**config.mk**
```make
export PLATFORM = sky130hd
export DESIGN_NAME = sound_scheduler
export DESIGN_NICKNAME = d
export VERILOG_FILES = /design/src/rtl/sound_scheduler.sv
export SDC_FILE = /design/constraint.sdc
export NUM_CORES = 1
export LEC_CHECK = 0
export CORE_MARGIN = 4
export CORE_UTILIZATION = 39
export CTS_CLUSTER_DIAMETER = 30
export DETAILED_ROUTE_END_ITERATION = 12
export GPL_TIMING_DRIVEN = 0
export HOLD_SLACK_MARGIN = 0.06
export MAX_ROUTING_LAYER = met4
export PLACE_DENSITY = 0.67
export SLEW_MARGIN = 25
export SYNTH_ARGS = -nofsm -noshare
export SYNTH_HDL_FRONTEND = slang
export SYNTH_SLANG_ARGS = --single-unit
export TNS_END_PERCENT = 30
```
**constraint.sdc**
```tcl
create_clock -name clk -period 11.3 [get_ports clk]
set_clock_uncertainty 0.15 [all_clocks]
set_input_delay 1.13 -clock clk [delete_from_list [all_inputs] [get_ports clk]]
set_output_delay 1.13 -clock clk [all_outputs]
set_load 0.01 [all_outputs]
```
**src/rtl/sound_scheduler.sv**
```systemverilog
// Sound request scheduler: latches one-cycle requests, arbitrates by fixed
// priority and drives one play command at a time into the shared player.
module sound_scheduler #(
  parameter int unsigned GAP_CYCLES  = 1000,
  parameter int unsigned ACK_TIMEOUT = 5000,
  parameter logic [31:0] MAX_PLAY    = 32'd1500000000,
  parameter bit          PREEMPT     = 1'b1
) (
  input  logic       clk,
  input  logic       rst,
  input  logic [8:0] req,
  input  logic       player_busy,
  output logic       play_start,
  output logic [3:0] play_id,
  output logic       player_abort,
  output logic       active,
  output logic       err_timeout,
  output logic [7:0] drop_cnt
);

  typedef enum logic [2:0] {
    IDLE, WAIT_ACK, PLAYING, ABORT, GAP
  } state_t;

  localparam logic [31:0] ACK_LAST  = 32'(ACK_TIMEOUT - 1);
  localparam logic [31:0] GAP_LAST  = 32'(GAP_CYCLES - 1);
  localparam logic [31:0] PLAY_LAST = MAX_PLAY - 32'd1;

  state_t      state, state_nxt;
  logic [31:0] cnt, cnt_nxt;
  logic [8:0]  pending, launch;
  logic [3:0]  sel, id_nxt;
  logic        start_nxt, abort_nxt, err_nxt;
  logic [3:0]  drops;
  logic [8:0]  drop_sum;

  // Fixed priority: round-end, opening, gun, songs fast..slow, walk, spare
  always_comb begin
    sel = 4'd0;
    priority case (1'b1)
      pending[8]: sel = 4'd8;
      pending[7]: sel = 4'd7;
      pending[4]: sel = 4'd4;
      pending[3]: sel = 4'd3;
      pending[2]: sel = 4'd2;
      pending[1]: sel = 4'd1;
      pending[0]: sel = 4'd0;
      pending[5]: sel = 4'd5;
      pending[6]: sel = 4'd6;
      default:    sel = 4'd0;
    endcase
  end

  always_comb begin
    state_nxt = state;
    cnt_nxt   = cnt + 32'd1;
    id_nxt    = play_id;
    start_nxt = 1'b0;
    abort_nxt = 1'b0;
    err_nxt   = 1'b0;
    launch    = '0;
    unique case (state)
      IDLE: begin
        cnt_nxt = '0;
        if (|pending) begin
          start_nxt = 1'b1;
          id_nxt    = sel;
          launch    = 9'd1 << sel;
          state_nxt = WAIT_ACK;
        end
      end
      WAIT_ACK: begin
        if (player_busy) begin
          state_nxt = PLAYING;
          cnt_nxt   = '0;
        end else if (cnt == ACK_LAST) begin
          err_nxt   = 1'b1;
          state_nxt = GAP;
          cnt_nxt   = '0;
        end
      end
      PLAYING: begin
        if (!player_busy) begin
          state_nxt = GAP;
          cnt_nxt   = '0;
        end else if (PREEMPT && pending[4] && play_id != 4'd4) begin
          abort_nxt = 1'b1;
          state_nxt = ABORT;
          cnt_nxt   = '0;
        end else if (cnt == PLAY_LAST) begin
          abort_nxt = 1'b1;
          err_nxt   = 1'b1;
          state_nxt = ABORT;
          cnt_nxt   = '0;
        end
      end
      ABORT: begin
        if (!player_busy) begin
          state_nxt = GAP;
          cnt_nxt   = '0;
        end else if (cnt == ACK_LAST) begin
          err_nxt   = 1'b1;
          state_nxt = GAP;
          cnt_nxt   = '0;
        end
      end
      GAP: begin
        if (cnt == GAP_LAST) begin
          state_nxt = IDLE;
          cnt_nxt   = '0;
        end
      end
      default: begin
        state_nxt = IDLE;
        cnt_nxt   = '0;
      end
    endcase
  end

  // A request landing on the launch cycle re-arms the bit, not a drop
  always_comb begin
    drops = '0;
    for (int i = 0; i < 9; i++) begin
      drops = drops + 4'(req[i] & pending[i] & ~launch[i]);
    end
    drop_sum = {1'b0, drop_cnt} + {5'd0, drops};
  end

  always_ff @(posedge clk or posedge rst) begin
    if (rst) begin
      state        <= IDLE;
      cnt          <= '0;
      pending      <= '0;
      play_start   <= 1'b0;
      play_id      <= '0;
      player_abort <= 1'b0;
      err_timeout  <= 1'b0;
      drop_cnt     <= '0;
    end else begin
      state        <= state_nxt;
      cnt          <= cnt_nxt;
      pending      <= (pending & ~launch) | req;
      play_start   <= start_nxt;
      play_id      <= id_nxt;
      player_abort <= abort_nxt;
      err_timeout  <= err_nxt;
      drop_cnt     <= drop_sum[8] ? 8'hFF : drop_sum[7:0];
    end
  end

  assign active = (state != IDLE);

endmodule

```
# Word level (Yosys, flattened, before mapping)
# Index checks and enable logic that the tools add are counted.
# classes
n_shift,1
n_addsub,10
bitwise,30
n_reduce_logical,6
n_eq_ne,11
muxes,41
# op_table
op,n
32-bit two-way mux,7
32-bit one-hot mux with 4 select lines,1
1-bit by 4-bit bitwise AND with 4-bit output,9
3-bit two-way mux,12
1-bit inverter with 4-bit output,9
32-bit by 1-bit adder with 32-bit output (second input constant),1
4-bit adder,8
32-bit by 10-bit equality test with 1-bit output (second input constant),1
32-bit by 13-bit equality test with 1-bit output (second input constant),1
32-bit by 31-bit equality test with 1-bit output (second input constant),1
4-bit two-way mux,5
9-bit two-way mux,2
3-bit one-hot mux with 5 select lines,1
1-bit two-way mux,11
8-bit by 4-bit adder with 9-bit output,1
1-bit bitwise AND,9
9-bit bitwise AND,1
9-bit inverter,1
9-bit bitwise OR,1
9-bit OR reduction,1
1-bit by 4-bit left shift with 9-bit output (first input constant),1
8-bit two-way mux,1
3-bit by 2-bit equality test with 1-bit output (second input constant),2
2-bit inequality test (second input constant),2
10 further kinds,10
# totals
ff_bits,59
out_inout_bits,16
in_bits,12
word_cells,107

# Longest topological paths before layout
# Gate-level depths: netlist (run 1).
# logic_depth
ltp_word,24
ltp_mapped,22
mapped_depth_nobuf,20

# Worst setup path before layout (run 1)
# OpenSTA, ideal clock, no wires.
# synth_path
path_kind,reg2reg
from,reg state[2]
to,reg drop_cnt[5]
path_slack_ns,5.393
path_buffers,3
t_required_ns,11.026
setup_time_ns,0.124
period_less_slack_ns,5.907
path_stages_with_launch,23
t_arrival_ns,5.633
path_cell_list,dfrtp_1 -> buf_6 -> or3_1 -> buf_2 -> or2_1 -> clkbuf_2 -> or3_4 -> o311ai_1 -> fa_1 -> fa_1 -> inv_1 -> fa_1 -> fa_1 -> inv_1 -> fa_1 -> inv_1 -> ha_1 -> a21o_1 -> a21oi_1 -> nor2b_1 -> o21ai_0 -> xor2_1 -> nand2_1
# synth_between
elab_chain_cells,14
elab_cells_between_ends,30
cone_classes,add/sub: 9; mux: 2; bitwise: 18; reduce/logical: 1
# synth_rtl
element,line,rtl
start: declaration,29,"state_t state, state_nxt;"
start signal: assignment,140,state <= state_nxt;
3-bit zero test (*),62,unique case (state)
9-bit two-way mux (*),62,
1-bit inverter with 4-bit output,124,drops = drops + 4'(req[i] & pending[i] & ~launch[i]);
1-bit by 4-bit bitwise AND with 4-bit output,124,
4-bit adder (7 in a row),124,
4-bit adder (*),124,
8-bit by 4-bit adder with 9-bit output (*),126,"drop_sum = {1'b0, drop_cnt} + {5'd0, drops};"
8-bit two-way mux (*),147,drop_cnt <= drop_sum[8] ? 8'hFF : drop_sum[7:0];
end signal: assignment,147,
end: declaration,18,output logic [7:0] drop_cnt
# Mark *: on every way between the ends. The rest lies on a longest branch, timed or not.
# A chain may end at the register's enable or synchronous reset.

# Final worst setup path (run 1)
# Ends and elaborated chain as after synthesis.

==> impl_metrics.toml, run 1 <==
[outcome]
status = "finished, final reports clean"

[detailed_routing]
routedWlPerCell_microns = 13.36
drc = 0
dr.pass1.iters = 6
dr_total_vias = 2540
antenna_left = 0
drtIter0Drc = 113
routed_via_density = 5.131
drt-total-wl_microns = 6612

[power]
power.density_nw_per_um2 = 206.1
leakage_uw = 0.001623
ir_worst_vdd_v = 0.0001564

[global_routing]
grt_use_total_pct = 15.08
grt_pass1_vias = 2548
grt_max_degree = 55
grt_pass1_wl_microns = 11670
overflow = 0
antenna_found_initial = 0

[sta]
fin_tns_setup_ns = 0
finalCritPeriodShare_pct = 55.43
min_period_ns = 6.264
fmax_mhz = 159.6
timing.hold.ws_ns = 0.3192
tightestPinTransition_ns = 0.8545
rsz0062_at_grt = "no"
slew_violations = 0
slew_headroom_pct = 42.59
setup_viol = 0
finalHoldViolations = 0

[logic_synthesis]
synth.top_cell.area_share_pct = 45.45
synth-edff-count = 0
netlist_instances = 346
synthMostInstantiatedCell = "dfrtp_1"
synthFlopType = "dfrtp_1"
ys_warn_count = 0
syn_nets = 371
ys_ff_latch = 59
syn_avg_cell_area_sq_um = 9.388
synth_area_leaders = "dfrtp_1, nor2_1, xor2_1, fa_1, xnor2_1"
yosysTopAreaCell = "dfrtp_1"
yosysSeqAreaShare_pct = 45.45
syn_area_sq_um = 3248
yosys-top-cells-count = "dfrtp_1, nor2_1, nand2_1"
synth_cell_types = 51
async_reset_ff_share_pct = 100.0

[floorplanning]
die_w_microns = 99.26
die_area_sq_um = 9853
start_util_pct = 39.73
rows = 33
die_h_microns = 99.26
ioPinCount = 28
core_sq_um = 8175

[worst_setup_path]
cpPeakStageDelay_ns = 0.55
cp-start-kind = "flop"
path_class = "flop to flop"
endpoint_kind = "flop"
cpMaxStageDelayCell = "fa_1"
critPathMostFrequentCell = "fa_1"
worstPathMaxFanout = 9
crit_arrival_ns = 6.34
cp.required_ns = 11.37
path_cells = "buf_6, or3_1, buf_2, or2_1, clkbuf_2, or3_4, o311ai_1, fa_1, fa_1, inv_1, fa_1, fa_1, inv_1, fa_1, inv_1, ha_1, a21o_1, a21oi_1, nor2b_1, o21ai_0, xor2_1, nand2_1"

[layout]
utilization_pct = 47.80
multi_input_area_sq_um = 1635
syn_to_final_growth_pct = 20.30
ff_latch_area_sq_um = 1476
nFillCells = 784
drive_above_1_share_pct = 8.205
antenna_cells = 0
final_nets = 410

[clock_network]
h-tree-depth = 3
cts_hold_buffers = 0
numCtsBuffers = 9
cts_tree = "yes"
cts.clk_slew.worst_paths_ns = 0.07
cts_resized = 0
root_buffer = "clkbuf_8"
cts.path.max_buffers = 2
clk_latency_ns = 0.34
post_cts_buffers = 0
cts.sinks = 59

[placed_design]
gp_congestion = 0.8749
dp_hpwl_microns = 4768
io_buffers = 27

[flow_run]
cap_violations = 0

[worst_hold_path]
worstHoldPathType = "flop to flop"
layer usage:
| metal | GRT usage [%] | vias up | part of all wire (%) |
|---|---|---|---|
| met2 | 22.21 | 38 | 47 |
| met5 | - | - | 0 |
| met3 | 2.314 | 11 | 2.2 |
| met4 | 7.143 | 0 | 1.5 |
| met1 | 20.48 | 1223 | 49 |
| li1 | - | 1268 | - |
cell type report:
cell class                 instances  share of cell area [%]
sequential                        59                   37.78
clock inverter                     4                   1.857
timing repair buffer              28                   7.621
inverter                          20                   1.985
clock buffer                      12                   3.971
multi-input combinational        255                   41.85
buffer                            12                   1.569
tap                              105                   3.362
per-stage QoR:
step	setup WS (ns)	area, sq um	cells	total power (uW)
after CTS	5.001	3908	495	817.1
after detailed placement	5.012	3680	479	594.7
final	5.036	3908	495	805.4
after global routing	4.691	3908	495	873.0
after floorplan	5.393	3248	346	484.4
after global placement	5.071	3650	478	582.0
logic make-up (layout without fill, tap and decap cells):
group / after synthesis / after routing / share of synthesized area (%)
AND/OR/NAND/NOR: 164 / 164 / 25.81
adder cells (fa/ha/maj): 13 / 13 / 6.394
multiplexers: 4 / 4 / 1.348
flip-flops: 59 / 59 / 45.45
buffers and inverters: 32 / 76 / 4.198
AO/OA/AOI/OAI: 42 / 42 / 8.166
XOR/XNOR: 32 / 32 / 8.629
layout by cell type (no fill, tap or decap), types with 4 or more instances in the layout:
cell type        instances
nor4_1                   4
inv_1                   19
xor2_1                  20
and3_1                   5
buf_2                    6
clkbuf_1                 4
nor3_1                   9
nand2b_1                11
ha_1                     7
a21oi_1                 11
clkdlybuf4s50_1         27
xnor2_1                 12
nand4_1                 10
nor2b_1                  7
fa_1                     6
nand3_1                 18
clkbuf_8                11
nand2_1                 23
o21ai_0                 11
nor2_1                  54
dfrtp_1                 59
final timing paths:
path / startpoint / to / slack (ns) / cells past startpoint
max in group asynchronous: rst / cnt[30] / 9.67 / 3
worst min-delay path: cnt[0] / cnt[0] / 0.32 / 1
min in group asynchronous: rst / drop_cnt[3] / 0.86 / 2
worst min register to register: cnt[0] / cnt[0] / 0.32 / 1
worst max register to register: state[2] / drop_cnt[5] / 5.04 / 22
worst max-delay path: state[2] / drop_cnt[5] / 5.04 / 22
critical path: cells and delay by family, from the launching register on:
family / cells / cell delay (ns)
flops: 1 / 0.37
compound gates: 4 / 1.04
fa+ha+maj: 6 / 2.66
buf+inv: 6 / 0.66
xor+xnor: 1 / 0.19
simple gates: 5 / 1.08
report_power, final:
part	leakage (uW)	switching, uW	internal [uW]
registers	0.000742	28.6	246
logic	0.000768	165	147
clock network	0.000113	82.3	136
registers in the layout, summed over array words and instances (netlist names):
| signal | cells |
|---|---|
| cnt | 32 |
| play_id | 4 |
| state | 3 |
| drop_cnt | 8 |
| pending | 9 |
| player_abort | 1 |
| play_start | 1 |
| err_timeout | 1 |
(Power assumes the default switching activity.)
==> inputs of run 2 (changes only) <==
==> constraint.sdc (replaced) <==
create_clock -name clk -period 5.8 [get_ports clk]
set_clock_uncertainty 0.15 [all_clocks]
set_input_delay 0.58 -clock clk [delete_from_list [all_inputs] [get_ports clk]]
set_output_delay 0.58 -clock clk [all_outputs]
set_load 0.01 [all_outputs]
==> impl_metrics.toml, run 2 (synthesized netlist as in run 1, its figures left out) <==
[layout]
largest_reg_flops = 32
final_common_cell = "dfrtp_1"
nFillCells = 762
syn_to_final_growth_pct = 23.73
drive_above_1_share_pct = 11.68
final_nets = 414
reg.largest.list = "cnt x32, pending x9, drop_cnt x8"
antenna_cells = 0
regMostFlops = "cnt"
design_area_sq_um = 4019
final_cell_mix = "dfrtp_1, nor2_1, clkdlybuf4s50_1"

[worst_setup_path]
cp.required_ns = 5.88
worstPathMaxFanout = 9
r2r-start = "state[2]"
reg2reg_to = "drop_cnt[5]"
path_class = "flop to flop"
ff2ff_setup_slack_ns = 0.21
cpPeakStageDelay_ns = 0.51
cp-start-kind = "flop"
rr_worst_depth = 20
cpMaxStageDelayCell = "fa_1"
endpoint_kind = "flop"
crit_arrival_ns = 5.67
path_cells = "buf_6, or3_4, or2_4, or3_4, o311ai_4, fa_1, fa_1, inv_1, fa_1, fa_2, inv_1, fa_2, inv_1, ha_1, a21o_1, a21oi_2, nor2b_1, o21ai_1, xor2_1, nand2_1"

[placed_design]
dp_hpwl_microns = 4742
gp_congestion = 0.8695
dpl_worst_slack_ns = -0.2744
io_buffers = 27
place_area_sq_um = 3687

[flow_run]
cap_violations = 0

[sta]
timing.hold.ws_ns = 0.3132
finalCritPeriodShare_pct = 96.33
tightestPinTransition_ns = 0.8670
slew_headroom_pct = 41.75
min_period_ns = 5.587
rsz0062_at_grt = "no"
setup_viol = 0
fmax_mhz = 179.0
finalHoldViolations = 0
slew_violations = 0
fin_ws_ns = 0.2129

[floorplanning]
start_util_pct = 39.73
die_area_sq_um = 9853
die_w_microns = 99.26
core_sq_um = 8175
rows = 33
ioPinCount = 28
die_h_microns = 99.26

[detailed_routing]
routedWlPerCell_microns = 13.63
drt-total-wl_microns = 6803
antenna_left = 0
routed_via_density = 5.152
drc = 0
dr_total_vias = 2571
dr.pass1.iters = 4
drtIter0Drc = 120

[clock_network]
cts_hold_buffers = 0
cts.clk_slew.worst_paths_ns = 0.07
clk_latency_ns = 0.34
numCtsBuffers = 9
cts.sinks = 59
cts.path.max_buffers = 2
root_buffer = "clkbuf_8"
h-tree-depth = 3
cts_tree = "yes"

[global_routing]
antenna_found_initial = 0
grt_max_degree = 55
grt_pass1_vias = 2706
grt_use_total_pct = 15.45
overflow = 0
grt_pass1_wl_microns = 11980

[power]
power.density_nw_per_um2 = 421.3
leakage_uw = 0.001669
ir_worst_vdd_v = 0.0003177

[outcome]
status = "finished, final reports clean"

[worst_hold_path]
worstHoldPathType = "input port to asynchronous set/reset pin"
[run 2: worst max path at each step]
stage / startpoint / to / slack [ns] / depth (start not counted)
3_3_place_gp: state[2] / drop_cnt[5] / -0.26 / 22
5_1_grt: state[2] / drop_cnt[5] / 0.005 / 20
2_1_floorplan: state[2] / drop_cnt[5] / 0.02 / 22
3_5_place_dp: state[2] / drop_cnt[5] / -0.27 / 22
4_1_cts: state[2] / drop_cnt[5] / 0.05 / 20
6_report: state[2] / drop_cnt[5] / 0.21 / 20
[run 2: cell type report]
| type | count | area (sq um) | area share [%] |
|---|---|---|---|
| clock inverter | 4 | 95.09 | 2.366 |
| multi-input combinational | 255 | 1679 | 41.78 |
| tap | 105 | 131.4 | 3.269 |
| timing repair buffer | 34 | 342.8 | 8.531 |
| inverter | 20 | 77.57 | 1.930 |
| clock buffer | 12 | 165.2 | 4.110 |
| buffer | 10 | 51.30 | 1.276 |
| sequential | 59 | 1476 | 36.74 |
[run 2: timing repair]
item / 4_1_cts / 5_1_grt
pin swaps: 8 / 11
buffers inserted: 4 / 2
setup endpoints to repair: 8 / 8
cloned: 0 / 0
gates resized for setup: 5 / 4
[run 2: power breakdown]
group / leakage (uW) / internal, uW / switching, uW / total, uW
clock: 0.000133 / 320 / 165 / 485
combinational: 0.000794 / 327 / 347 / 675
sequential: 0.000742 / 479 / 54.6 / 534
total: 0.00167 / 1130 / 567 / 1690
[run 2: worst max-delay path, delay by kind of cell, from the launching register on]
family          cells  cell delay [ns]
compound gates      4             0.81
simple gates        5             1.19
flops               1             0.37
fa+ha+maj           6             2.46
xor+xnor            1             0.16
buf+inv             4             0.34
[run 2: metrics by stage]
step,util [%],instances,power (uW),setup TNS (ns)
after CTS,48.82,497,1694,0
final,49.16,499,1693,0
after global placement,44.74,478,1137,-1.531
after floorplan,-,346,946.0,0
after detailed placement,45.10,479,1160,-1.423
after global routing,49.16,499,1823,0
[run 2: per-layer routing]
metal | vias up | part of all wire (%) | global-route usage (%)
met1 | 1247 | 47 | 19.35
met3 | 8 | 3.3 | 4.558
met2 | 43 | 49 | 24.59
met4 | 0 | 0.84 | 4.097
li1 | 1273 | - | -
met5 | - | 0 | -
